--- src/rtl/mem_access_if.sv ---
// Data-memory stage bundle: instruction/operand inputs, memory bus, and the
// result/stall signals returned to the core.
interface mem_access_if;
    logic [6:0]  opcode;
    logic [2:0]  funct3;
    logic [31:0] addr;
    logic [31:0] wdata;
    logic [31:0] mem_rdata;
    logic        mem_ready;
    logic [31:0] mem_addr;
    logic [31:0] mem_wdata;
    logic [3:0]  mem_be;
    logic        mem_rd;
    logic        mem_wr;
    logic [31:0] load_data;
    logic        load_valid;
    logic        stall;
    logic        misalign;
    logic        bus_err;

    modport slave (
        input  opcode, funct3, addr, wdata, mem_rdata, mem_ready,
        output mem_addr, mem_wdata, mem_be, mem_rd, mem_wr,
               load_data, load_valid, stall, misalign, bus_err
    );

    modport master (
        output opcode, funct3, addr, wdata, mem_rdata, mem_ready,
        input  mem_addr, mem_wdata, mem_be, mem_rd, mem_wr,
               load_data, load_valid, stall, misalign, bus_err
    );
endinterface

--- src/rtl/mem_access_unit.sv ---
// Load/store stage: drives the data-memory bus, stalls the core until a
// variable-latency memory answers, and returns extended load data.
//
// state  | meaning
// IDLE   | decode incoming instruction, launch bus access or flag error
// ACCESS | strobe held, waiting for mem_ready or timeout
// DONE   | access complete, core advances for one cycle
// ERR    | misaligned/illegal/timeout, instruction retires without effect
module mem_access_unit #(
    parameter int unsigned TIMEOUT = 255,
    parameter int unsigned TO_W    = 8
) (
    input  logic         clk_i,
    input  logic         rst_ni,
    mem_access_if.slave  bus
);

    typedef enum logic [1:0] {IDLE, ACCESS, DONE, ERR} state_e;

    localparam logic [6:0]      OP_LOAD  = 7'b0000011;
    localparam logic [6:0]      OP_STORE = 7'b0100011;
    localparam logic [TO_W-1:0] TO_CNT   = TO_W'(TIMEOUT);
    localparam logic [TO_W-1:0] CNT_ONE  = {{(TO_W-1){1'b0}}, 1'b1};

    state_e          state_q;
    logic [TO_W-1:0] cnt_q;
    logic [31:0]     mem_addr_q, mem_wdata_q, load_data_q;
    logic [3:0]      mem_be_q;
    logic            mem_rd_q, mem_wr_q, misalign_q, bus_err_q;
    logic            is_load_q, uns_q;
    logic [1:0]      size_q, off_q;

    logic        is_load, is_store, is_mem, legal, misal;
    logic [3:0]  st_be;
    logic [31:0] st_data;
    logic [7:0]  byte_sel;
    logic [15:0] half_sel;
    logic [31:0] ld_ext;

    assign is_load  = (bus.opcode == OP_LOAD);
    assign is_store = (bus.opcode == OP_STORE);
    assign is_mem   = is_load | is_store;

    always_comb begin
        legal = 1'b0;
        if (is_load)
            legal = (bus.funct3 inside {3'b000, 3'b001, 3'b010, 3'b100, 3'b101});
        else if (is_store)
            legal = (bus.funct3 inside {3'b000, 3'b001, 3'b010});
        misal = ((bus.funct3[1:0] == 2'b01) && bus.addr[0]) ||
                ((bus.funct3[1:0] == 2'b10) && (bus.addr[1:0] != 2'b00));
    end

    // Loads always fetch the full word; lane selection happens on return.
    always_comb begin
        st_be   = 4'b1111;
        st_data = bus.wdata;
        if (is_store) begin
            case (bus.funct3[1:0])
                2'b00: begin
                    st_be   = 4'b0001 << bus.addr[1:0];
                    st_data = {4{bus.wdata[7:0]}};
                end
                2'b01: begin
                    st_be   = 4'b0011 << {bus.addr[1], 1'b0};
                    st_data = {2{bus.wdata[15:0]}};
                end
                default: begin
                    st_be   = 4'b1111;
                    st_data = bus.wdata;
                end
            endcase
        end
    end

    always_comb begin
        case (off_q)
            2'b00:   byte_sel = bus.mem_rdata[7:0];
            2'b01:   byte_sel = bus.mem_rdata[15:8];
            2'b10:   byte_sel = bus.mem_rdata[23:16];
            default: byte_sel = bus.mem_rdata[31:24];
        endcase
        half_sel = off_q[1] ? bus.mem_rdata[31:16] : bus.mem_rdata[15:0];
        case (size_q)
            2'b00:   ld_ext = uns_q ? {24'd0, byte_sel} : {{24{byte_sel[7]}}, byte_sel};
            2'b01:   ld_ext = uns_q ? {16'd0, half_sel} : {{16{half_sel[15]}}, half_sel};
            default: ld_ext = bus.mem_rdata;
        endcase
    end

    always_ff @(posedge clk_i or negedge rst_ni) begin
        if (!rst_ni) begin
            state_q     <= IDLE;
            cnt_q       <= '0;
            mem_addr_q  <= '0;
            mem_wdata_q <= '0;
            mem_be_q    <= '0;
            mem_rd_q    <= 1'b0;
            mem_wr_q    <= 1'b0;
            load_data_q <= '0;
            misalign_q  <= 1'b0;
            bus_err_q   <= 1'b0;
            is_load_q   <= 1'b0;
            uns_q       <= 1'b0;
            size_q      <= '0;
            off_q       <= '0;
        end else begin
            misalign_q <= 1'b0;
            bus_err_q  <= 1'b0;
            case (state_q)
                IDLE: begin
                    if (is_mem) begin
                        is_load_q <= is_load;
                        if (!legal) begin
                            bus_err_q <= 1'b1;
                            state_q   <= ERR;
                        end else if (misal) begin
                            misalign_q <= 1'b1;
                            state_q    <= ERR;
                        end else begin
                            mem_addr_q  <= {bus.addr[31:2], 2'b00};
                            mem_be_q    <= st_be;
                            mem_wdata_q <= st_data;
                            mem_rd_q    <= is_load;
                            mem_wr_q    <= is_store;
                            uns_q       <= bus.funct3[2];
                            size_q      <= bus.funct3[1:0];
                            off_q       <= bus.addr[1:0];
                            cnt_q       <= CNT_ONE;
                            state_q     <= ACCESS;
                        end
                    end
                end
                ACCESS: begin
                    // Completion takes priority over a coincident timeout.
                    if (bus.mem_ready) begin
                        if (is_load_q)
                            load_data_q <= ld_ext;
                        mem_rd_q <= 1'b0;
                        mem_wr_q <= 1'b0;
                        cnt_q    <= '0;
                        state_q  <= DONE;
                    end else if (cnt_q == TO_CNT) begin
                        mem_rd_q  <= 1'b0;
                        mem_wr_q  <= 1'b0;
                        bus_err_q <= 1'b1;
                        cnt_q     <= '0;
                        state_q   <= ERR;
                    end else begin
                        cnt_q <= cnt_q + CNT_ONE;
                    end
                end
                DONE:    state_q <= IDLE;
                default: state_q <= IDLE;
            endcase
        end
    end

    // Reset gating keeps the decode-driven outputs at 0 while rst_ni is low.
    assign bus.stall      = rst_ni & (((state_q == IDLE) & is_mem) | (state_q == ACCESS));
    assign bus.load_valid = rst_ni & (((state_q == IDLE) & ~is_mem) |
                                      ((state_q == DONE) & is_load_q));
    assign bus.mem_addr   = mem_addr_q;
    assign bus.mem_wdata  = mem_wdata_q;
    assign bus.mem_be     = mem_be_q;
    assign bus.mem_rd     = mem_rd_q;
    assign bus.mem_wr     = mem_wr_q;
    assign bus.load_data  = load_data_q;
    assign bus.misalign   = misalign_q;
    assign bus.bus_err    = bus_err_q;

endmodule

--- src/flat_wrapper.sv ---
// flat-port wrapper written by rule: the top's interface ports become plain ports
module mem_access_unit_flat 
#(
    parameter int unsigned TIMEOUT = 255,
    parameter int unsigned TO_W    = 8
)
  (clk_i, rst_ni, bus_opcode, bus_funct3, bus_addr, bus_wdata, bus_mem_rdata, bus_mem_ready, bus_mem_addr, bus_mem_wdata, bus_mem_be, bus_mem_rd, bus_mem_wr, bus_load_data, bus_load_valid, bus_stall, bus_misalign, bus_bus_err);
  mem_access_if bus_i ();
  input  logic clk_i;
  input  logic rst_ni;
  input wire logic [$bits(bus_i.opcode)-1:0] bus_opcode;
  input wire logic [$bits(bus_i.funct3)-1:0] bus_funct3;
  input wire logic [$bits(bus_i.addr)-1:0] bus_addr;
  input wire logic [$bits(bus_i.wdata)-1:0] bus_wdata;
  input wire logic [$bits(bus_i.mem_rdata)-1:0] bus_mem_rdata;
  input wire logic [$bits(bus_i.mem_ready)-1:0] bus_mem_ready;
  output wire logic [$bits(bus_i.mem_addr)-1:0] bus_mem_addr;
  output wire logic [$bits(bus_i.mem_wdata)-1:0] bus_mem_wdata;
  output wire logic [$bits(bus_i.mem_be)-1:0] bus_mem_be;
  output wire logic [$bits(bus_i.mem_rd)-1:0] bus_mem_rd;
  output wire logic [$bits(bus_i.mem_wr)-1:0] bus_mem_wr;
  output wire logic [$bits(bus_i.load_data)-1:0] bus_load_data;
  output wire logic [$bits(bus_i.load_valid)-1:0] bus_load_valid;
  output wire logic [$bits(bus_i.stall)-1:0] bus_stall;
  output wire logic [$bits(bus_i.misalign)-1:0] bus_misalign;
  output wire logic [$bits(bus_i.bus_err)-1:0] bus_bus_err;
  assign bus_i.opcode = bus_opcode;
  assign bus_i.funct3 = bus_funct3;
  assign bus_i.addr = bus_addr;
  assign bus_i.wdata = bus_wdata;
  assign bus_i.mem_rdata = bus_mem_rdata;
  assign bus_i.mem_ready = bus_mem_ready;
  assign bus_mem_addr = bus_i.mem_addr;
  assign bus_mem_wdata = bus_i.mem_wdata;
  assign bus_mem_be = bus_i.mem_be;
  assign bus_mem_rd = bus_i.mem_rd;
  assign bus_mem_wr = bus_i.mem_wr;
  assign bus_load_data = bus_i.load_data;
  assign bus_load_valid = bus_i.load_valid;
  assign bus_stall = bus_i.stall;
  assign bus_misalign = bus_i.misalign;
  assign bus_bus_err = bus_i.bus_err;
  mem_access_unit #(.TIMEOUT(TIMEOUT), .TO_W(TO_W)) u_core (.clk_i(clk_i), .rst_ni(rst_ni), .bus(bus_i));
endmodule
--- config.mk ---
export PLATFORM = sky130hd
export DESIGN_NAME = mem_access_unit_flat
export DESIGN_NICKNAME = d
export VERILOG_FILES = /design/src/rtl/mem_access_if.sv /design/src/rtl/mem_access_unit.sv /design/src/flat_wrapper.sv
export SDC_FILE = /design/constraint.sdc
export NUM_CORES = 1
export LEC_CHECK = 0
export ABC_AREA = 1
export BUFFER_PORTS_ARGS = -buffer_cell sky130_fd_sc_hd__buf_2
export CAP_MARGIN = 20
export CORE_ASPECT_RATIO = 2
export CORE_UTILIZATION = 54
export CTS_CLUSTER_DIAMETER = 80
export CTS_CLUSTER_SIZE = 40
export DETAILED_ROUTE_END_ITERATION = 10
export PLACE_DENSITY = 0.85
export SLEW_MARGIN = 10
export SYNTH_ARGS = -nofsm -noshare
export SYNTH_HDL_FRONTEND = slang
export SYNTH_SLANG_ARGS = --single-unit
--- constraint.sdc ---
create_clock -name clk_i -period 4.52 [get_ports clk_i]
set_input_delay 0.904 -clock clk_i [delete_from_list [all_inputs] [get_ports clk_i]]
set_output_delay 0.904 -clock clk_i [all_outputs]
set_load 0.01 [all_outputs]
* Word level (Yosys, flattened, before mapping) *
Cells that the tools add are included.

cells by class
  bitwise logic cells = 10
  equal/unequal tests = 18
  mux-type cells = 42
  reduce and logical (&&, ||, !) cells = 18
  $add $sub $neg = 1
  shift-type cells = 2

operator list
  cell                                                    number
  case mux 32 bit (2 select lines)                        2
  two-way mux 32 bit                                      3
  two-way mux 8 bit                                       5
  case mux 8 bit (3 select lines)                         1
  two-way mux 1 bit                                       18
  two-way mux 16 bit                                      1
  case mux 8 bit (2 select lines)                         1
  two-way mux 2 bit                                       5
  adder 8 x 1 -> 8 bit (second input constant)            1
  equality test 2 x 1 -> 1 bit (second input constant)    4
  equality test 8 bit (second input constant)             1
  logical NOT 2 bit                                       4
  case mux 4 bit (2 select lines)                         1
  AND reduction 4 bit                                     2
  equality test 7 x 2 -> 1 bit (second input constant)    1
  equality test 7 x 6 -> 1 bit (second input constant)    1
  equality test 2 bit (second input constant)             3
  equality test 3 bit (second input constant)             2
  case mux 1 bit (2 select lines)                         3
  bitwise AND 1 bit                                       5
  AND reduction 5 bit                                     1
  nonzero test 5 bit                                      1
  two-way mux 4 bit                                       1
  inequality test 2 x 1 -> 1 bit (second input constant)  2
  other kinds (16)                                        22

storage, ports and cells
  bits in registers = 118
  output and inout bits = 106
  input port bits = 109
  word-level logic and storage cells = 105

* Depth between registers and ports, before layout *
  word-level depth = 7
  mapped depth = 10
  mapped depth without buffers = 9

* Least setup slack after synthesis *
Ideal clock, no wire load.

  path kind = input to output
  start = input port bus_opcode[2]
  end = output port bus_stall
  data required time = 3.616 ns
  path buffers = 0
  cell stages on the path = 7
  data arrival time = 1.518 ns
  path slack = 2.098 ns
  cell sequence = inv_1 > nand2_1 > nor2_2 > nand2_1 > nand2_1 > nand2_1 > nor2_1

on the way
  longest elaborated chain between the ends = 5
  elaborated cells between the ends (all ways) = 6

ends and longest elaborated chain
  item                                                                                 line                                          text
  start: declaration                                                                   flat_wrapper.sv:11                            input wire logic [$bits(bus_i.opcode)-1:0] bus_opcode;
  equality test 7 x 2 -> 1 bit / equality test 7 x 6 -> 1 bit (equally long branches)  mem_access_unit.sv:40, mem_access_unit.sv:41
  bitwise OR 1 bit *                                                                   mem_access_unit.sv:42                         assign is_mem = is_load | is_store;
  bitwise AND 1 bit *                                                                  mem_access_unit.sv:160                        assign bus.stall = rst_ni & (((state_q == IDLE) & is_mem) | (state_q == ACCESS));
  bitwise OR 1 bit *                                                                   mem_access_unit.sv:160
  bitwise AND 1 bit *                                                                  mem_access_unit.sv:160
  end: declaration                                                                     flat_wrapper.sv:24                            output wire logic [$bits(bus_i.stall)-1:0] bus_stall;

Every way passes the cells marked *; elsewhere a longest branch is shown, timed or not.

* Final worst setup path *
Same ends and word-level chain as after synthesis.

==> summary.md <==
| Metric | Value |
|---|---|
| Io pins | 215 |
| WL final | 17,500 um |
| RR Startpoint | u_core.off_q[1] |
| GRT Overall Usage | 31.0% |
| Clock skew | 0.0136 ns |
| Most frequent cells in the layout | nand2_1 (328), buf_2 (211), dfrtp_1 (118), nand3_1 (68) |
| Via-to-Cell Ratio | 5.27 |
| Setup_tns | 0 ns |
| MaxCap Viol Count | 0 |
| CTS tree | done |
| H-tree depth | 4 |
| Power Dens Cells | 424 nW/um^2 |
| Final setup vio count | 0 |
| Most common cell after layout, fill and taps aside | nand2_1 |
| Max_slew headroom | 41.8% |
| Flip-flop and latch count after synthesis | 118 |
| Proportion of layout cells with a drive suffix above 1 | 28.5% |
| Total number of vias | 6,170 |
| Crit share post-route | 60.7% |
| CTS Sinks | 118 |
| Post-Syn Area per Cell | 7.45 um^2 |
| Distinct cells, synth | 34 |
| Mapped Area | 6110 um^2 |
| Final setup margin | 1.78 ns |
| Critical path required time | 3.62 ns |
| DIE AREA | 11,800 um^2 |
| FMAX | 365 MHz |
| Clock buffer depth | 2 |
| CTS resizes | 0 |
| Most common cell on crit path | nand2_1 |
| Crit-path max FO | 4 |
| Ant diodes | 0 |
| Antenna violations before repair | 0 |
| Cell Chain, Critical Path | buf_2 > inv_1 > nand2_1 > nor2_2 > nand2_1 > nand2_1 > nand2_1 > nor2_1 > buf_2 |
| PortBufs | 212 |
| Tot Pwr | 3.29 mW |
| Endpoint type of the worst setup path | output pin |
| Fin nets | 1,127 |
| Hold Path Class | primary input to asynchronous set/reset pin |
| Post-CTS setup buffers | 0 |
| Hold buffers post-CTS | 0 |
| Gr ovfl total | 0 |
| Post-DR wirelength/cell | 14.9 um |
| Pin slew with the least headroom to its limit | 0.873 ns |
| Global placement routability congestion | 0.918 |
| Drt drc | 0 |
| WP data arrival | 1.84 ns |
| Drt initial violations | 373 |
| Fin. max-slew vios | 0 |
| Max IR drop VDD | 0.288 mV |
| Synth Warn # | 0 |
| Outcome | finished, final reports clean |
| Kind of critical path | primary input to output pin |
| Largest net degree at the start of global routing | 81 |
| Vias in the first global route | 6,112 |
| CTS Buf Count | 17 |
| Drt pass-1 iters | 5 |
| LEAKAGE | 4.69 nW |
| Post-route ant nets | 0 |
| HPWL Detailed | 12,500 um |
| Clock-pin slew on the worst setup and hold paths | 0.06 ns |
| Starting Density | 55.9% |
| Final Hold Vio Count | 0 |
| Latest clock arrival within the worst-skew pair | 0.42 ns |
| First-pass GRT wire length | 28,700 um |
| Post-synthesis sequential area ratio | 48.3% |
| Row count | 54 |
| Slowest cell delay on critical path | 0.17 ns |
| Synthesis-to-finish area growth | 26.7% |
| Root buffer cell | clkbuf_16 |
| Crit path launch | bus_opcode[2] |
| Critical path's slowest cell | nor2_2 |
| Core ar. | 10,900 um^2 |
| Startpoint Class | primary input |
| Minimum clock period | 2.74 ns |
| Die Width | 77.2 um |
| RSZ-0062 raised after global routing | false |
| Pre-CTS setup slack | 1.45 ns |
| Filler instances | 934 |
| Synthesized instance count | 821 |
| Die Ht | 152 um |
==> registers in the layout (all words and copies together) (netlist names) <==
name and cells:
u_core.bus.mem_wdata 32, u_core.uns_q 1, u_core.bus.mem_wr 1, u_core.is_load_q 1, u_core.bus.mem_addr 30, u_core.bus.misalign 1
u_core.bus.load_data 32, u_core.off_q 2, u_core.state_q 2, u_core.bus.mem_rd 1, u_core.bus.bus_err 1, u_core.size_q 2
u_core.bus.mem_be 4, u_core.cnt_q 8
==> report_power, final <==
| group | switching [mW] | leakage, nW | total, mW | internal, mW |
|---|---|---|---|---|
| logic | 0.415 | 2.81 | 0.682 | 0.267 |
| registers | 0.107 | 1.61 | 1.31 | 1.20 |
| clock network | 0.529 | 0.268 | 1.30 | 0.767 |
==> final cells by class <==
class	count	area, um^2	share of cell area (%)
well taps	140	175	2.26
multi-input cells	603	2690	34.8
clock buffers	17	425	5.49
inverters	60	225	2.91
repair buffers	217	1130	14.6
flip-flops and latches	118	2950	38.1
clock inverters	15	144	1.86
==> critical path, delay by kind of cell <==
family                 cells  cell delay (ns)
buffers and inverters      3             0.28
AND/OR/NAND/NOR            6             0.65
==> cells by family after synthesis <==
group / synth area share, %
xor+xnor: 0.143
flops: 48.3
simple gates: 33.7
other cells: 0.0613
buf+inv: 7.71
compound gates: 9.92
fa+ha+maj: 0.205
==> routing by layer <==
layer	track usage [%]	wire length [um]	share of wire (%)	vias up
met3	6.77	1030	5.9	71
met4	18.8	967	5.5	0
li1	-	-	-	2989
met1	33.3	6270	36	2808
met2	54.2	9210	53	302
met5	0	0	0	-
==> stage by stage <==
| step | instances | hold slack, ns | util (%) | instance area, um^2 |
|---|---|---|---|---|
| 6_report | 1170 | 0.469 | 70.8 | 7750 |
| 3_3_place_gp | 1137 | 0.455 | 65.4 | 7150 |
| 5_1_grt | 1170 | 0.492 | 70.8 | 7750 |
| 3_5_place_dp | 1137 | 0.459 | 65.4 | 7150 |
| 4_1_cts | 1169 | 0.471 | 70.6 | 7720 |
| 2_1_floorplan | 822 | 0.449 | - | 6120 |
==> path summary, 6_finish.rpt <==
path / to / slack [ns] / cells after the start
min: u_core.cnt_q[6] / 0.47 / 1
max: bus_stall / 1.78 / 9
max reg2reg: u_core.bus.load_data[29] / 2.21 / 7
min reg2reg: u_core.bus.mem_addr[9] / 0.47 / 2
min in group clk_i: u_core.bus.mem_addr[9] / 0.47 / 2
max in group asynchronous: u_core.uns_q / 2.99 / 3
==> synthesized netlist by cell type <==
cell      count  share of area (%)
nand2_1     328                 20
dfrtp_1     118                 48
nand3_1      68                5.6
inv_1        57                3.5
o21ai_0      57                4.7
nor2_1       50                3.1
a21oi_1      33                2.7
or2_2        26                2.7
clkbuf_1     15               0.92
buf_2        11               0.90
buf_4         9                1.1
buf_6         6                1.1
o221ai_1      6               0.86
nor2_2        4               0.41
nand2_2       3               0.31
nand3_2       3               0.49
nand4_1       3               0.31
o21ai_2       3               0.43
inv_2         2               0.12
nor2_4        2               0.37
nor3_1        2               0.16
o211ai_1      2               0.25
o21ai_1       2               0.16
a21oi_4       1               0.27
a31oi_1       1               0.10
clkinv_1      1              0.061
conb_1        1              0.061
ha_1          1               0.20
nand2_4       1               0.18
o21a_1        1               0.12
o21bai_1      1               0.12
o22a_1        1               0.14
o22ai_1       1               0.10
xor2_1        1               0.14
(Power assumes the default switching activity.)
